$ cat config.mk
export PLATFORM = sky130hd
export DESIGN_NAME = mem_rs
export DESIGN_NICKNAME = d
export VERILOG_FILES = /design/src/rtl/mem_pkg.sv /design/src/rtl/mem_rs_operand.sv /design/src/rtl/mem_rs.sv
export SDC_FILE = /design/constraint.sdc
export NUM_CORES = 1
export LEC_CHECK = 0
export BUFFER_PORTS_ARGS = -buffer_cell sky130_fd_sc_hd__buf_2
export CORE_MARGIN = 3
export CORE_UTILIZATION = 33
export DETAILED_ROUTE_END_ITERATION = 8
export SLEW_MARGIN = 15
export SYNTH_ARGS = -nofsm -noshare
export SYNTH_HDL_FRONTEND = slang
export SYNTH_SLANG_ARGS = --single-unit
$ cat constraint.sdc
create_clock -name clk -period 4 [get_ports clk]
set_input_delay 0.4 -clock clk [delete_from_list [all_inputs] [get_ports clk]]
set_output_delay 0.4 -clock clk [all_outputs]
set_load 0.01 [all_outputs]
$ cat src/rtl/mem_pkg.sv
// Shared types for the memory reservation station: data/tag widths, the queue
// entry layout and the CDB tag-match helper.
package mem_pkg;

  localparam int TAG_W  = 3;
  localparam int DATA_W = 32;

  typedef struct packed {
    logic              rdy;
    logic [TAG_W-1:0]  tag;
    logic [DATA_W-1:0] value;
  } mem_opnd_t;

  typedef struct packed {
    logic             valid;
    logic             mem_read;
    logic             mem_write;
    logic [TAG_W-1:0] id;
    mem_opnd_t        a;
    mem_opnd_t        b;
    mem_opnd_t        d;
  } mem_entry_t;

  // An operand wants the broadcast only while it is still waiting on that producer.
  function automatic logic cdb_hit(input logic             rdy,
                                   input logic [TAG_W-1:0] tag,
                                   input logic             cdb_valid,
                                   input logic [TAG_W-1:0] cdb_id);
    return cdb_valid && !rdy && (tag == cdb_id);
  endfunction

endpackage

$ cat src/rtl/mem_rs_operand.sv
// One queued operand: snoops the CDB and captures the broadcast value when the
// producer tag matches. Purely combinational; the owning queue registers it.
module mem_rs_operand
  import mem_pkg::*;
(
  input  logic              valid_i,
  input  mem_opnd_t         opnd_i,
  input  logic              cdb_valid_i,
  input  logic [TAG_W-1:0]  cdb_id_i,
  input  logic [DATA_W-1:0] cdb_value_i,
  output mem_opnd_t         opnd_o
);

  always_comb begin
    opnd_o = opnd_i;
    if (valid_i && cdb_hit(opnd_i.rdy, opnd_i.tag, cdb_valid_i, cdb_id_i)) begin
      opnd_o.rdy   = 1'b1;
      opnd_o.value = cdb_value_i;
    end
  end

endmodule

$ cat src/rtl/mem_rs.sv
// In-order memory reservation station: circular queue, head-only issue into the
// memory pipe. Macro MEM_RS_CDB_BYPASS_EN lets a dispatching operand catch the CDB.
module mem_rs #(
  parameter int DEPTH = 4,
  parameter int TAG_W = 3
) (
  input  logic             clk,
  input  logic             rst,
  input  logic             disp_valid,
  input  logic             disp_MemRead,
  input  logic             disp_MemWrite,
  input  logic [TAG_W-1:0] disp_id,
  output logic             disp_ready,
  input  logic             disp_A_rdy,
  input  logic [TAG_W-1:0] disp_A_tag,
  input  logic [31:0]      disp_A_value,
  input  logic             disp_B_rdy,
  input  logic [TAG_W-1:0] disp_B_tag,
  input  logic [31:0]      disp_B_value,
  input  logic             disp_D_rdy,
  input  logic [TAG_W-1:0] disp_D_tag,
  input  logic [31:0]      disp_D_value,
  input  logic             cdb_valid,
  input  logic [TAG_W-1:0] cdb_id,
  input  logic [31:0]      cdb_value,
  input  logic             flush,
  output logic             mem_MemRead_M,
  output logic             mem_MemWrite_M,
  output logic             mem_valid_M,
  output logic [TAG_W-1:0] mem_id_M,
  output logic [31:0]      mem_srcA_M,
  output logic [31:0]      mem_scrB_M,
  output logic [31:0]      mem_store_data_M
);

  import mem_pkg::*;

  localparam int PTR_W = (DEPTH > 1) ? $clog2(DEPTH) : 1;
  localparam int CNT_W = PTR_W + 1;
  localparam logic [CNT_W-1:0] FULL_CNT = CNT_W'(DEPTH);

  mem_entry_t       ent_q [DEPTH];
  mem_entry_t       ent_d [DEPTH];
  mem_opnd_t        snoop_a [DEPTH];
  mem_opnd_t        snoop_b [DEPTH];
  mem_opnd_t        snoop_d [DEPTH];
  logic [PTR_W-1:0] head_q, head_d, tail_q, tail_d;
  logic [CNT_W-1:0] count_q, count_d;

  logic             out_valid_q, out_valid_d;
  logic             out_read_q, out_read_d;
  logic             out_write_q, out_write_d;
  logic [TAG_W-1:0] out_id_q, out_id_d;
  logic [31:0]      out_srca_q, out_srca_d;
  logic [31:0]      out_srcb_q, out_srcb_d;
  logic [31:0]      out_sdata_q, out_sdata_d;

  mem_entry_t disp_ent;
  logic [2:0] disp_hit;
  logic       disp_block;
  logic       do_disp, do_issue;
  mem_entry_t head_ent;

  for (genvar i = 0; i < DEPTH; i++) begin : g_ent
    mem_rs_operand u_opnd_a (
      .valid_i(ent_q[i].valid), .opnd_i(ent_q[i].a), .cdb_valid_i(cdb_valid),
      .cdb_id_i(cdb_id), .cdb_value_i(cdb_value), .opnd_o(snoop_a[i])
    );
    mem_rs_operand u_opnd_b (
      .valid_i(ent_q[i].valid), .opnd_i(ent_q[i].b), .cdb_valid_i(cdb_valid),
      .cdb_id_i(cdb_id), .cdb_value_i(cdb_value), .opnd_o(snoop_b[i])
    );
    mem_rs_operand u_opnd_d (
      .valid_i(ent_q[i].valid), .opnd_i(ent_q[i].d), .cdb_valid_i(cdb_valid),
      .cdb_id_i(cdb_id), .cdb_value_i(cdb_value), .opnd_o(snoop_d[i])
    );
  end

  // Loads never read D, so it is marked present regardless of disp_D_rdy.
  always_comb begin
    disp_ent           = '0;
    disp_ent.valid     = 1'b1;
    disp_ent.mem_read  = disp_MemRead;
    disp_ent.mem_write = disp_MemWrite;
    disp_ent.id        = disp_id;
    disp_ent.a         = '{rdy: disp_A_rdy, tag: disp_A_tag, value: disp_A_value};
    disp_ent.b         = '{rdy: disp_B_rdy, tag: disp_B_tag, value: disp_B_value};
    disp_ent.d         = '{rdy: disp_D_rdy | ~disp_MemWrite, tag: disp_D_tag,
                           value: disp_D_value};
    disp_hit[0] = cdb_hit(disp_ent.a.rdy, disp_ent.a.tag, cdb_valid, cdb_id);
    disp_hit[1] = cdb_hit(disp_ent.b.rdy, disp_ent.b.tag, cdb_valid, cdb_id);
    disp_hit[2] = cdb_hit(disp_ent.d.rdy, disp_ent.d.tag, cdb_valid, cdb_id);
`ifdef MEM_RS_CDB_BYPASS_EN
    if (disp_hit[0]) begin disp_ent.a.rdy = 1'b1; disp_ent.a.value = cdb_value; end
    if (disp_hit[1]) begin disp_ent.b.rdy = 1'b1; disp_ent.b.value = cdb_value; end
    if (disp_hit[2]) begin disp_ent.d.rdy = 1'b1; disp_ent.d.value = cdb_value; end
`endif
  end

`ifdef MEM_RS_CDB_BYPASS_EN
  assign disp_block = 1'b0;
`else
  assign disp_block = |disp_hit;
`endif

  // Handshake: an entry is accepted on the edge where disp_valid && disp_ready;
  // disp_ready depends only on occupancy, flush and the CDB race, never on issue.
  assign disp_ready = (count_q != FULL_CNT) & ~flush & ~disp_block;
  assign do_disp    = disp_valid & disp_ready;
  assign head_ent   = ent_q[head_q];
  assign do_issue   = head_ent.valid & head_ent.a.rdy & head_ent.b.rdy &
                      head_ent.d.rdy & ~flush;

  always_comb begin
    for (int i = 0; i < DEPTH; i++) begin
      ent_d[i]   = ent_q[i];
      ent_d[i].a = snoop_a[i];
      ent_d[i].b = snoop_b[i];
      ent_d[i].d = snoop_d[i];
    end
    head_d      = head_q;
    tail_d      = tail_q;
    count_d     = count_q;
    out_valid_d = 1'b0;
    out_read_d  = out_read_q;
    out_write_d = out_write_q;
    out_id_d    = out_id_q;
    out_srca_d  = out_srca_q;
    out_srcb_d  = out_srcb_q;
    out_sdata_d = out_sdata_q;
    if (flush) begin
      for (int i = 0; i < DEPTH; i++) ent_d[i].valid = 1'b0;
      head_d  = '0;
      tail_d  = '0;
      count_d = '0;
    end else begin
      if (do_issue) begin
        ent_d[head_q].valid = 1'b0;
        head_d      = head_q + 1'b1;
        out_valid_d = 1'b1;
        out_read_d  = head_ent.mem_read;
        out_write_d = head_ent.mem_write;
        out_id_d    = head_ent.id;
        out_srca_d  = head_ent.a.value;
        out_srcb_d  = head_ent.b.value;
        out_sdata_d = head_ent.d.value;
      end
      if (do_disp) begin
        ent_d[tail_q] = disp_ent;
        tail_d        = tail_q + 1'b1;
      end
      if (do_disp && !do_issue)      count_d = count_q + 1'b1;
      else if (!do_disp && do_issue) count_d = count_q - 1'b1;
    end
  end

  always_ff @(posedge clk or negedge rst) begin
    if (!rst) begin
      for (int i = 0; i < DEPTH; i++) ent_q[i] <= '0;
      head_q      <= '0;
      tail_q      <= '0;
      count_q     <= '0;
      out_valid_q <= 1'b0;
      out_read_q  <= 1'b0;
      out_write_q <= 1'b0;
      out_id_q    <= '0;
      out_srca_q  <= '0;
      out_srcb_q  <= '0;
      out_sdata_q <= '0;
    end else begin
      ent_q       <= ent_d;
      head_q      <= head_d;
      tail_q      <= tail_d;
      count_q     <= count_d;
      out_valid_q <= out_valid_d;
      out_read_q  <= out_read_d;
      out_write_q <= out_write_d;
      out_id_q    <= out_id_d;
      out_srca_q  <= out_srca_d;
      out_srcb_q  <= out_srcb_d;
      out_sdata_q <= out_sdata_d;
    end
  end

  assign mem_valid_M      = out_valid_q;
  assign mem_MemRead_M    = out_read_q;
  assign mem_MemWrite_M   = out_write_q;
  assign mem_id_M         = out_id_q;
  assign mem_srcA_M       = out_srca_q;
  assign mem_scrB_M       = out_srcb_q;
  assign mem_store_data_M = out_sdata_q;

endmodule

==> After elaboration in Yosys (flattened, before gate mapping) <==
Index checks and enable logic that the tools add are counted.
{ "classes": {"add_sub_neg": 4, "multipliers": 0, "n_div": 0, "magnitude_cmp": 4, "eq_ne": 16, "shifts": 0, "mux": 53, "bitwise_logic": 13, "reduce_logical": 68} }
{ "op_table": {"columns": ["cell", "n"], "rows": [
  ["2-to-1 mux 456 bit", 3],
  ["bitwise mux 456 bit", 2],
  ["demux 114 bit (select 2 bit)", 2],
  ["2-to-1 mux 114 bit", 4],
  ["2-to-1 mux 108 bit", 4],
  ["2-to-1 mux 32 bit", 12],
  ["binary-select mux 114 bit (select 2 bit)", 1],
  ["logical AND 1 bit", 46],
  ["== test 3 bit", 15],
  ["2-to-1 mux 1 bit", 18],
  ["zero test 1 bit", 17],
  ["2-to-1 mux 3 bit", 3],
  ["2-to-1 mux 2 bit", 4],
  ["bitwise AND 1 bit", 7],
  ["greater-or-equal comparator 3 bit (second input constant)", 2],
  ["less-than comparator 3 x 1 -> 1 bit (second input constant)", 2],
  ["NOT 2 -> 3 bit", 2],
  ["adder 2 x 1 -> 2 bit (second input constant)", 2],
  ["nonzero test 2 bit", 2],
  ["adder 3 x 1 -> 3 bit (second input constant)", 1],
  ["inequality test 3 bit (second input constant)", 1],
  ["NOT 1 bit", 3],
  ["nonzero test 3 bit", 1],
  ["OR reduction 3 bit", 1],
  ["3 further kinds", 3]
]} }
{ "word_totals": {"register_bits": 565, "latch_bits": 0, "ram_bits": 0, "romBits": 0, "out_inout_bits": 103, "word_cells": 220, "n_memories": 0} }

==> Depth between registers and ports, before layout <==
{ "depth": {"word_depth": 14, "ltp_mapped": 12, "depth_no_buf": 9} }

==> Cells and area by module <==
From an unflattened synthesis, not the netlist that was laid out.
{ "unflattened": {"cells_unflattened": 1917, "hier_area_um2": 30451.7} }
{ "by_module_without_submodules": {"columns": ["mod", "instances", "cells_each", "area_per_inst_um2"], "rows": [
  ["mem_rs", 1, 1389, 24716.2],
  ["mem_rs_operand", 12, 44, 478.0]
]} }

==> Worst setup path after synthesis <==
No wires, ideal clock.
{ "synth_timing": {"path_type": "register to register", "startpoint": "reg head_q[0]", "endpoint": "reg count_q[1]", "setup_ns": 0.125, "t_arrival_ns": 2.340, "t_required_ns": 3.875, "slack_ns": 1.535, "stages_incl_launch_ff": 11, "n_path_buf": 3, "path_cell_list": "dfrtp_1 > buf_2 > inv_1 > nor2_1 > o221ai_1 > buf_2 > buf_2 > and3_1 > fa_1 > nor2_1 > mux2_4"} }
{ "synth_via": {"elab_chain_len": 12, "elab_cells_between_ends": 14} }
{ "synth_lines": {"columns": ["item", "line", "text"], "rows": [
  ["from (decl)", "mem_rs.sv:47", "logic [PTR_W-1:0] head_q, head_d, tail_q, tail_d;"],
  ["from (signal assigned)", "mem_rs.sv:160", "head_q <= '0;"],
  ["from (signal assigned)", "mem_rs.sv:172", "head_q <= head_d;"],
  ["NOT 2 -> 3 bit (not written as such) *", "mem_rs.sv:110", "assign head_ent = ent_q[head_q];"],
  ["binary-select mux 114 bit (select 2 bit) *", "mem_rs.sv:110", null],
  ["2-to-1 mux 114 bit (not written as such) * (2 in series)", "mem_rs.sv:110", null],
  ["bitwise AND 1 bit (2 in series)", "mem_rs.sv:111", "assign do_issue = head_ent.valid & head_ent.a.rdy & head_ent.b.rdy &"],
  ["bitwise AND 1 bit *", "mem_rs.sv:111", null],
  ["bitwise AND 1 bit *", "mem_rs.sv:112", "head_ent.d.rdy & ~flush;"],
  ["zero test 1 bit", "mem_rs.sv:152", "if (do_disp && !do_issue) count_d = count_q + 1'b1;"],
  ["logical AND 1 bit", "mem_rs.sv:152", null],
  ["2-to-1 mux 3 bit", "mem_rs.sv:152", null],
  ["2-to-1 mux 3 bit", "mem_rs.sv:131", "if (flush) begin"],
  ["to (signal assigned)", "mem_rs.sv:174", "count_q <= count_d;"],
  ["to (decl)", "mem_rs.sv:48", "logic [CNT_W-1:0] count_q, count_d;"]
]} }
Mark *: on every way between the ends. The rest lies on a longest branch, timed or not. The select of a mux whose other input is x is not followed.
A chain may end at the register's enable or synchronous reset.

==> out/qor.yml <==
placement:
  placedCellCount: 3606
  portBuffers: 255
  place.gp.congestion: 0.737
  dp_hpwl_microns: 48700
  place_worst_setup_slack_ps: 866
floorplanning:
  die_width_microns: 297
  core_area_sq_um: 83800
  io_pins: 256
  die_area_sq_um: 88400
  die_h_microns: 297
  row_count: 106
  start_util_pct: 33.4
detailed_routing:
  routed_wl_microns: 77800
  via_count: 18500
  drc_errors: 0
  ant_nets: 0
  drt_iter0_markers: 1007
  viasPerCell: 4.97
  wl_per_cell_microns: 20.9
  first_pass_iters: 5
timing:
  setup_viol_count_final: 0
  slew_violations: 0
  max_slew_margin_pct: 33.0
  fin_crit_ps: 2690
  rsz0062_at_grt: "no"
  setup_slack_ps: 1310
  min_period_over_period_pct: 67.3
  fmax_mhz: 372
  hold_violations: 0
  worstMarginPinSlew_ps: 1010
  tns_ps: 0
  skew_ps: 20.3
setup_path:
  path_class: "flop to flop"
  crit_slowest_cell: "nand3_4"
  critPathArrivalTime_ps: 3160
  path_buf_inv: 3
  critPathLaunch: "count_q[0]$_DFFE_PN0P_"
  timing.rr.start: "count_q[0]$_DFFE_PN0P_"
  cp_top_family: "simple AND/OR/NAND/NOR gates"
  cp-end-kind: "flop"
  critPathLaunchType: "flop"
  crit_chain: "inv_1 -> a31oi_1 -> nor4b_2 -> buf_4 -> nand3_4 -> buf_12 -> nor2_1 -> a21oi_1"
  slowest_delay_ps: 640
  required_ps: 4470
  worstPathMaxFanout: 46
yosys:
  yosysUniqueCellTypes: 43
  yosys_most_used_dff: "dfrtp_1"
  synth_seq_cells: 565
  seq_area_frac_synth_pct: 50.5
  synth_nets: 2523
  async_reset_ff_share_pct: 100
  yosys_warnings: 0
  synth_edf_count: 0
  syn_avg_cell_area_sq_um: 11.9
  synth_area_sq_um: 28000
  synthCells: 2361
pwr:
  total_power_mw: 19.8
  ir_worst_vdd_v: 0.000478
  power.density_nw_per_um2: 609
  leakage_nw: 13.4
clock_network:
  cts_root_buffer: "clkbuf_16"
  cts_buffer_depth: 3
  cts_resized: 0
  cts_num_sinks: 565
  numCtsBuffers: 68
  worstSkewPairLatency_ps: 610
  cts_max_level: 3
  cts_setup_buffers: 0
  cts_tree: "done"
  clk_pin_slew_ps: 60
grt:
  grt_pass1_wl_microns: 121000
  track_usage_pct: 17.6
  grt_pass1_vias: 19100
  grt_max_degree: 104
  antenna_found_initial: 13
  gr-total-overflow: 0
hold_path:
  holdCritStartpoint: "disp_id[0]"
  hold_path_class: "input port to flop"
finish:
  fin_nets: 2705
  syn_to_final_growth_pct: 16.3
  final_layout_size_suffix_gt1_share_pct: 27.1
  fin_cells: 3731
outcome:
  outcome: "complete, no violations"
job:
  cap_violations: 0
## state kept, by name, summed over array words and instances, names as in the netlist
signal            count
mem_store_data_M     32
mem_MemRead_M         1
mem_scrB_M           32
count_q               3
head_q                2
ent_q               456
mem_id_M              3
mem_srcA_M           32
mem_valid_M           1
tail_q                2
mem_MemWrite_M        1
## path summary, 6_finish.rpt
path	to	depth (start not counted)	slack (ps)
hold reg to reg	mem_scrB_M[29]$_DFFE_PN0P_	1	500
setup reg to reg	ent_q[200]$_DFF_PN0_	8	1310
hold / removal	ent_q[450]$_DFFE_PN0P_	2	80
max in group asynchronous	mem_store_data_M[1]$_DFFE_PN0P_	3	2690
min in group asynchronous	mem_valid_M$_DFF_PN0_	2	420
setup / recovery	ent_q[200]$_DFF_PN0_	8	1310
## area by class of cell
type                    count  area (sq um)
multi-input cells        1583         12700
flip-flops and latches    565         14100
repair buffers            316          2030
fillers                  8234         51300
diodes                      3          7.51
clock inverters            22           228
clock buffers              99          1980
well taps                1134          1420
inverters                   9          33.8
## cells by family after synthesis
| group | synth area share, % |
|---|---|
| AO/OA/AOI/OAI | 7.59 |
| multiplexers | 28.3 |
| AND/OR/NAND/NOR | 7.32 |
| adder cells (fa/ha/maj) | 0.429 |
| flip-flops | 50.5 |
| buffers and inverters | 4.31 |
| XOR/XNOR | 1.57 |
## through the flow
step           hold slack [ps]  cell area (sq um)  util [%]
2_1_floorplan              104              28000         -
3_3_place_gp               483              30300      36.2
3_5_place_dp               487              30300      36.2
4_1_cts                   38.0              32500      38.8
5_1_grt                   45.2              32500      38.8
6_report                  77.2              32500      38.8
## layout by cell type (no fill, tap or decap), types with 12 or more instances in the layout
| cell | synthesis | layout |
|---|---|---|
| a21oi_1 | 396 | 396 |
| buf_12 | 1 | 23 |
| buf_2 | 111 | 254 |
| buf_4 | 7 | 37 |
| clkbuf_1 | 50 | 17 |
| clkbuf_16 | 0 | 70 |
| clkbuf_8 | 0 | 12 |
| dfrtp_1 | 565 | 563 |
| mux2_2 | 157 | 157 |
| mux2i_1 | 384 | 384 |
| mux4_2 | 101 | 101 |
| nand2_1 | 22 | 22 |
| nor2_1 | 408 | 408 |
| nor4_4 | 12 | 12 |
| xnor2_1 | 26 | 26 |
| xor2_1 | 21 | 21 |
## what timing repair did
| action | CTS | global route |
|---|---|---|
| hold endpoints to repair | 71 | 0 |
| setup endpoints to repair | 0 | 0 |
| hold buffers | 1 | 0 |
## report_power, final
group / internal, mW / switching, mW / total [mW] / leakage, nW
registers: 7.82 / 1.14 / 8.97 / 6.97
logic: 2.57 / 2.12 / 4.69 / 5.34
clock network: 3.65 / 2.52 / 6.17 / 1.09
## cell usage after synthesis (2+ instances only)
cell      count  area share (%)
o21a_1        2           0.054
a21oi_1     396             7.1
xor2_1       21            0.66
nor4_4       12            0.91
xnor2_1      26            0.81
mux2_2      157             6.3
nor3_1        2           0.036
and3_1        3           0.067
buf_6        30             1.2
mux2i_1     384              14
nand2_1      22            0.29
o21ai_0      10            0.18
buf_2       111             2.0
nand3_2       4            0.14
or2b_1        2           0.054
mux4_2      101             8.1
clkbuf_1     50            0.67
buf_1         5           0.067
buf_4         7            0.19
nand4_1       3           0.067
inv_1         9            0.12
a32o_1        3            0.11
nor2_1      408             5.5
mux2_4        2            0.11
ha_1          8            0.36
nor4_1        2           0.045
dfrtp_1     565              51
## layer usage
layer  GRT usage [%]  up-vias  part of all wire [%]
met3            3.32      121                   4.3
li1                -     8738                     -
met4            4.60       16                   2.3
met2            29.6      383                    49
met1            23.4     9286                    44
met5               0        -                  0.13
(Power assumes the default switching activity.)
